**config.mk**
```make
export PLATFORM = sky130hd
export DESIGN_NAME = sdram_controller
export DESIGN_NICKNAME = d
export VERILOG_FILES = /design/src/rtl/sdram_controller.sv
export SDC_FILE = /design/constraint.sdc
export NUM_CORES = 1
export LEC_CHECK = 0
export CORE_ASPECT_RATIO = 1.25
export CORE_UTILIZATION = 54
export DETAILED_ROUTE_END_ITERATION = 12
export PLACE_DENSITY = 0.83
export SKIP_LAST_GASP = 1
export SYNTH_ARGS = -nofsm -noshare
export SYNTH_HDL_FRONTEND = slang
export SYNTH_SLANG_ARGS = --single-unit
```
**constraint.sdc**
```tcl
create_clock -name iclk -period 5.3 [get_ports iclk]
set_clock_uncertainty 0.05 [all_clocks]
set_input_delay 1.06 -clock iclk [delete_from_list [all_inputs] [get_ports iclk]]
set_output_delay 1.06 -clock iclk [all_outputs]
set_load 0.05 [all_outputs]
```
**src/rtl/sdram_controller.sv**
```systemverilog
// SDR SDRAM controller (16-bit, 4-bank): power-up init, auto-refresh, single-word write/read with auto-precharge.
// Build macro SDRAM_AUTO_REFRESH_EN enables periodic refresh; without it only the two init refreshes are issued.
`timescale 1ns/1ps
module sdram_controller #(
  parameter int INIT_CYCLES    = 50,
  parameter int TRP            = 2,
  parameter int TRCD           = 2,
  parameter int TRC            = 7,
  parameter int TMRD           = 2,
  parameter int TWR            = 2,
  parameter int CAS_LAT        = 2,
  parameter int REFRESH_CYCLES = 390
) (
  input  logic        iclk,
  input  logic        ireset,
  input  logic        iwrite_req,
  input  logic [21:0] iwrite_address,
  input  logic [15:0] iwrite_data,
  output logic        owrite_ack,
  input  logic        iread_req,
  input  logic [21:0] iread_address,
  output logic [15:0] oread_data,
  output logic        oread_ack,
  output logic [12:0] DRAM_ADDR,
  output logic [1:0]  DRAM_BA,
  output logic        DRAM_RAS_N,
  output logic        DRAM_CAS_N,
  output logic        DRAM_WE_N,
  output logic        DRAM_CS_N,
  output logic        DRAM_CKE,
  output logic        DRAM_CLK,
  output logic        DRAM_LDQM,
  output logic        DRAM_UDQM,
  input  logic [15:0] dq_read,
  output logic [15:0] dq_write
);

  // state     | meaning
  // INIT_WAIT | CKE high, NOPs for INIT_CYCLES after reset
  // INIT_PRE  | PRECHARGE ALL
  // INIT_REF1 | first init AUTO REFRESH
  // INIT_REF2 | second init AUTO REFRESH
  // INIT_MRS  | LOAD MODE
  // IDLE      | arbitrate refresh > write > read
  // REFRESH   | periodic AUTO REFRESH
  // ACTIVATE  | open row of latched request
  // WRITE     | WRITE with auto-precharge
  // READ      | READ with auto-precharge
  // WAIT      | NOP down-count, then go to ret_state
  typedef enum logic [3:0] {
    INIT_WAIT, INIT_PRE, INIT_REF1, INIT_REF2, INIT_MRS,
    IDLE, REFRESH, ACTIVATE, WRITE, READ, WAIT
  } state_t;

  typedef logic [15:0] tmr_t;

  localparam logic [3:0] CMD_NOP = 4'b0111;
  localparam logic [3:0] CMD_ACT = 4'b0011;
  localparam logic [3:0] CMD_RD  = 4'b0101;
  localparam logic [3:0] CMD_WR  = 4'b0100;
  localparam logic [3:0] CMD_PRE = 4'b0010;
  localparam logic [3:0] CMD_REF = 4'b0001;
  localparam logic [3:0] CMD_LMR = 4'b0000;
  localparam logic [12:0] MODE_WORD = {6'b000000, 3'(CAS_LAT), 4'b0000};

  state_t state, state_n, ret_state, ret_n;
  tmr_t   timer, timer_n;
  logic   is_write, is_write_n, wr_pend, wr_pend_n;
  logic [21:0] req_addr, req_addr_n;
  logic [15:0] req_data, req_data_n, dq_n;
  logic [CAS_LAT-1:0] rd_pipe;
  logic   rd_issue, wack_n, cke_n, dqm_n;
  logic [3:0]  cmd_n;
  logic [12:0] addr_n;
  logic [1:0]  ba_n;
  logic   ref_pend;

  assign DRAM_CLK = ~iclk;

`ifdef SDRAM_AUTO_REFRESH_EN
  tmr_t ref_timer;
  logic ref_clr, init_done;

  always_ff @(posedge iclk) begin
    if (!ireset) begin
      ref_timer <= '0;
      ref_pend  <= 1'b0;
      init_done <= 1'b0;
    end else if (!init_done) begin
      ref_timer <= tmr_t'(REFRESH_CYCLES - 1);
      ref_pend  <= 1'b0;
      init_done <= (state == IDLE);
    end else if (ref_timer == '0) begin
      ref_timer <= tmr_t'(REFRESH_CYCLES - 1);
      ref_pend  <= 1'b1;
    end else begin
      ref_timer <= ref_timer - 1'b1;
      if (ref_clr) ref_pend <= 1'b0;
    end
  end
`else
  assign ref_pend = 1'b0;
`endif

  always_comb begin
    state_n    = state;
    ret_n      = ret_state;
    timer_n    = timer;
    cmd_n      = CMD_NOP;
    addr_n     = DRAM_ADDR;
    ba_n       = DRAM_BA;
    cke_n      = 1'b1;
    dqm_n      = DRAM_LDQM;
    dq_n       = dq_write;
    wack_n     = 1'b0;
    is_write_n = is_write;
    wr_pend_n  = wr_pend;
    req_addr_n = req_addr;
    req_data_n = req_data;
    rd_issue   = 1'b0;
`ifdef SDRAM_AUTO_REFRESH_EN
    ref_clr    = 1'b0;
`endif
    case (state)
      INIT_WAIT: begin
        if (timer == tmr_t'(INIT_CYCLES - 1)) begin
          state_n = INIT_PRE;
          timer_n = '0;
        end else begin
          timer_n = timer + 1'b1;
        end
      end
      INIT_PRE: begin
        cmd_n   = CMD_PRE;
        addr_n  = 13'h0400;
        state_n = WAIT;
        timer_n = tmr_t'(TRP - 1);
        ret_n   = INIT_REF1;
      end
      INIT_REF1, INIT_REF2: begin
        cmd_n   = CMD_REF;
        state_n = WAIT;
        timer_n = tmr_t'(TRC - 1);
        ret_n   = (state == INIT_REF1) ? INIT_REF2 : INIT_MRS;
      end
      INIT_MRS: begin
        cmd_n   = CMD_LMR;
        addr_n  = MODE_WORD;
        ba_n    = 2'b00;
        state_n = WAIT;
        timer_n = tmr_t'(TMRD - 1);
        ret_n   = IDLE;
      end
      IDLE: begin
        dqm_n = 1'b0;
        if (ref_pend) begin
          state_n = REFRESH;
        end else if (iwrite_req) begin
          state_n    = ACTIVATE;
          is_write_n = 1'b1;
          req_addr_n = iwrite_address;
          req_data_n = iwrite_data;
        end else if (iread_req) begin
          state_n    = ACTIVATE;
          is_write_n = 1'b0;
          req_addr_n = iread_address;
        end
      end
`ifdef SDRAM_AUTO_REFRESH_EN
      REFRESH: begin
        cmd_n   = CMD_REF;
        ref_clr = 1'b1;
        state_n = WAIT;
        timer_n = tmr_t'(TRC - 1);
        ret_n   = IDLE;
      end
`endif
      ACTIVATE: begin
        cmd_n  = CMD_ACT;
        ba_n   = req_addr[21:20];
        addr_n = {1'b0, req_addr[19:8]};
        if (TRCD > 1) begin
          state_n = WAIT;
          timer_n = tmr_t'(TRCD - 2);
          ret_n   = is_write ? WRITE : READ;
        end else begin
          state_n = is_write ? WRITE : READ;
        end
      end
      WRITE: begin
        cmd_n     = CMD_WR;
        ba_n      = req_addr[21:20];
        addr_n    = {2'b00, 1'b1, 2'b00, req_addr[7:0]};
        dq_n      = req_data;
        wr_pend_n = 1'b1;
        state_n   = WAIT;
        timer_n   = tmr_t'(TWR + TRP - 1);
        ret_n     = IDLE;
      end
      READ: begin
        cmd_n    = CMD_RD;
        ba_n     = req_addr[21:20];
        addr_n   = {2'b00, 1'b1, 2'b00, req_addr[7:0]};
        rd_issue = 1'b1;
        state_n  = WAIT;
        // hold off IDLE until the data is captured plus the precharge time
        timer_n  = tmr_t'(CAS_LAT + TRP - 1);
        ret_n    = IDLE;
      end
      WAIT: begin
        if (timer == '0) begin
          state_n = ret_state;
          if (ret_state == IDLE && wr_pend) begin
            wack_n    = 1'b1;
            wr_pend_n = 1'b0;
          end
        end else begin
          timer_n = timer - 1'b1;
        end
      end
      default: state_n = INIT_WAIT;
    endcase
  end

  always_ff @(posedge iclk) begin
    if (!ireset) begin
      state      <= INIT_WAIT;
      ret_state  <= INIT_WAIT;
      timer      <= '0;
      is_write   <= 1'b0;
      wr_pend    <= 1'b0;
      req_addr   <= '0;
      req_data   <= '0;
      rd_pipe    <= '0;
      {DRAM_CS_N, DRAM_RAS_N, DRAM_CAS_N, DRAM_WE_N} <= 4'b1111;
      DRAM_CKE   <= 1'b0;
      DRAM_LDQM  <= 1'b1;
      DRAM_UDQM  <= 1'b1;
      DRAM_ADDR  <= '0;
      DRAM_BA    <= '0;
      dq_write   <= '0;
      owrite_ack <= 1'b0;
      oread_ack  <= 1'b0;
      oread_data <= '0;
    end else begin
      state      <= state_n;
      ret_state  <= ret_n;
      timer      <= timer_n;
      is_write   <= is_write_n;
      wr_pend    <= wr_pend_n;
      req_addr   <= req_addr_n;
      req_data   <= req_data_n;
      rd_pipe    <= {rd_pipe[CAS_LAT-2:0], rd_issue};
      {DRAM_CS_N, DRAM_RAS_N, DRAM_CAS_N, DRAM_WE_N} <= cmd_n;
      DRAM_CKE   <= cke_n;
      DRAM_LDQM  <= dqm_n;
      DRAM_UDQM  <= dqm_n;
      DRAM_ADDR  <= addr_n;
      DRAM_BA    <= ba_n;
      dq_write   <= dq_n;
      owrite_ack <= wack_n;
      oread_ack  <= rd_pipe[CAS_LAT-1];
      if (rd_pipe[CAS_LAT-1]) oread_data <= dq_read;
    end
  end

endmodule

```
==> results.cfg <==
[cts]
cts.htree.levels = 4
cts_setup_buffers = 0
cts-root-buf = clkbuf_16
cts_tree = done
numCtsBuffers = 17
clock_path_buffers = 2
ctsResizeCount = 0
clk_latency_ns = 0.42
clk_pin_slew_worst_paths_ns = 0.06
cts_hold_buf = 0

[timing]
hold_viol_final = 0
rsz0062_at_grt = false
setup_tns_ns = 0
fin_ws_ns = 0.293
worst_slew_pin_slew_ns = 1.03
setup_viol = 0
slew_headroom = 0.313
slew_viol_final = 0

[yosys]
synth_common_cells = 120 x dfxtp_1, 98 x nand2_1, 73 x a21oi_1
synth_ff_type = dfxtp_1
syn-cell-area_sq_um = 5720
yosysUniqueCellTypes = 72
synth_edf_count = 0
yosys.area.top_type_share = 0.420
async_reset_ff_frac = 0
synth_largest_area_cell = dfxtp_1
syn_avg_cell_area_sq_um = 8.27
synth-seq-cells = 120
yosysMostFrequentCell = dfxtp_1
seq_area_frac_synth = 0.420
synth_nets = 776
synth_cells = 692
synth_area_leaders = dfxtp_1 42%, mux2i_1 6.6%, nand2_1 6.4%
yosysWarnings = 0

[worst_setup_path]
crit_type = clock port to primary output
crit_path_top_delay_cell = clkdlybuf4s50_1
crit_path_max_fanout = 16
reg2reg_slack_ns = 2.20
cp.arrival_ns = 3.90
cp-start-kind = clock port
crit_chain = clkbuf_16 -> clkbuf_16 -> inv_1 -> clkdlybuf4s50_1
max_stage_delay_ns = 0.80
critPathMostFrequentCell = clkbuf_16
cpLargestDelayFamily = buffers and inverters
path_buf_inv = 4
required_ns = 4.19
cp-end-kind = primary output

[finish]
diodes = 0
final_nets = 878
multi_input_area_sq_um = 2980
seqCellArea_sq_um = 2400
nFillCells = 752
syn_to_final_growth_pct = 32.0
drive_above_1_share = 0.0768

[placed_design]
place_ws_ns = 0.732
hpwl_mm = 10.1
io_buffer_count = 135
gp_congestion = 0.889

[pwr]
p_per_area_nw_per_um2 = 321
power_leakage_nw = 2.61
peakVddDrop_v = 0.000200
p_total_w = 0.00242

[die]
die_w_um = 94.1
rows = 41
die_h_um = 117
dieArea_sq_um = 11000
start_util = 0.561
ios = 137
coreArea_sq_um = 10200

[global_route]
grt.overflow.total = 0
antenna_found_initial = 0
grt_pass1_vias = 5343
grt_usage = 0.285
grt_max_degree = 51
grt_pass1_wl_mm = 24.8

[drt]
drtIter0Drc = 589
drc = 0
vias_per_cell = 5.95
drt_wl_total_mm = 15.4
vias = 5566
firstDrtPassIters = 6
ant_nets = 0
wl_per_cell_um = 16.4

[outcome]
status = complete, no violations

[run]
maxCapViolCount = 0

[min_path]
hold_class = register to register
[logic make-up (layout without fill, tap and decap cells)]
kind of cell / count (synthesis) / after routing / synth area share
AO/OA/AOI/OAI: 190 / 190 / 0.209
flip-flops: 120 / 120 / 0.420
buffers and inverters: 70 / 185 / 0.0610
AND/OR/NAND/NOR: 261 / 261 / 0.220
multiplexers: 43 / 43 / 0.0763
other: 1 / 1 / 0.000655
adder cells (fa/ha/maj): 4 / 4 / 0.00875
XOR/XNOR: 3 / 3 / 0.00459
[through the flow]
| step | util | cells | hold WS [ns] | cell area, sq um |
|---|---|---|---|---|
| 2_1_floorplan | - | 692 | 0.362 | 5720 |
| 3_3_place_gp | 0.684 | 904 | 0.368 | 6990 |
| 3_5_place_dp | 0.684 | 904 | 0.380 | 6990 |
| 4_1_cts | 0.740 | 936 | 0.397 | 7550 |
| 5_1_grt | 0.740 | 936 | 0.419 | 7550 |
| 6_report | 0.740 | 936 | 0.397 | 7550 |
[worst paths after layout]
path,cells after the start,to,from
setup / recovery,4,DRAM_CLK,iclk
hold reg to reg,1,rd_pipe[1]$_SDFF_PN0_,rd_pipe[0]$_SDFF_PN0_
setup reg to reg,5,timer[2]$_SDFFE_PN0P_,state[0]$_SDFFE_PN0P_
hold / removal,1,rd_pipe[1]$_SDFF_PN0_,rd_pipe[0]$_SDFF_PN0_
[cell type report]
type                       count  area share
clock buffer                  18      0.0576
clock inverter                16      0.0194
inverter                      11     0.00547
multi-input combinational    502       0.395
sequential                   120       0.318
tap                          129      0.0214
timing repair buffer         140       0.184
[metal layers]
layer	vias to the layer above	GRT usage	routed length [um]
li1	2669	-	-
met1	2622	0.340	6230
met2	232	0.488	7780
met5	-	0	0
met3	43	0.0736	1020
met4	0	0.119	340
[layout by cell type, fill, tap and decap left out, types with 9 or more instances in the layout]
cell type,n
nor2_1,68
inv_1,10
nor3_1,16
nand2_1,98
a211oi_1,30
o22ai_1,10
mux2i_1,38
clkdlybuf4s50_1,135
dfxtp_1,120
a22oi_1,11
clkbuf_16,17
o21ai_0,27
nand3_1,21
nor4_1,9
a21oi_1,73
[worst reg2reg max path, stage by stage, from the launching register on]
cell and delay, ns:
dfxtp_1 0.83, clkinv_1 0.49, o22ai_1 0.63, a21oi_2 0.37
a2111oi_0 0.50, nor3_1 0.09
[power by group]
group          total (W)  switching (W)  internal, W  leakage, nW
Clock            0.00115       0.000486     0.000665        0.273
Sequential      0.000954      0.0000350     0.000919        0.968
Combinational   0.000319       0.000177     0.000142         1.37
[flip-flops by register name, indices dropped and copies added (netlist names), 2 cells and up]
name        count
timer          16
DRAM_ADDR      12
req_data       16
ret_state       4
oread_data     16
DRAM_BA         2
req_addr       22
dq_write       16
state           4
rd_pipe         2
Note: power is estimated with default switching activity, not from simulation.
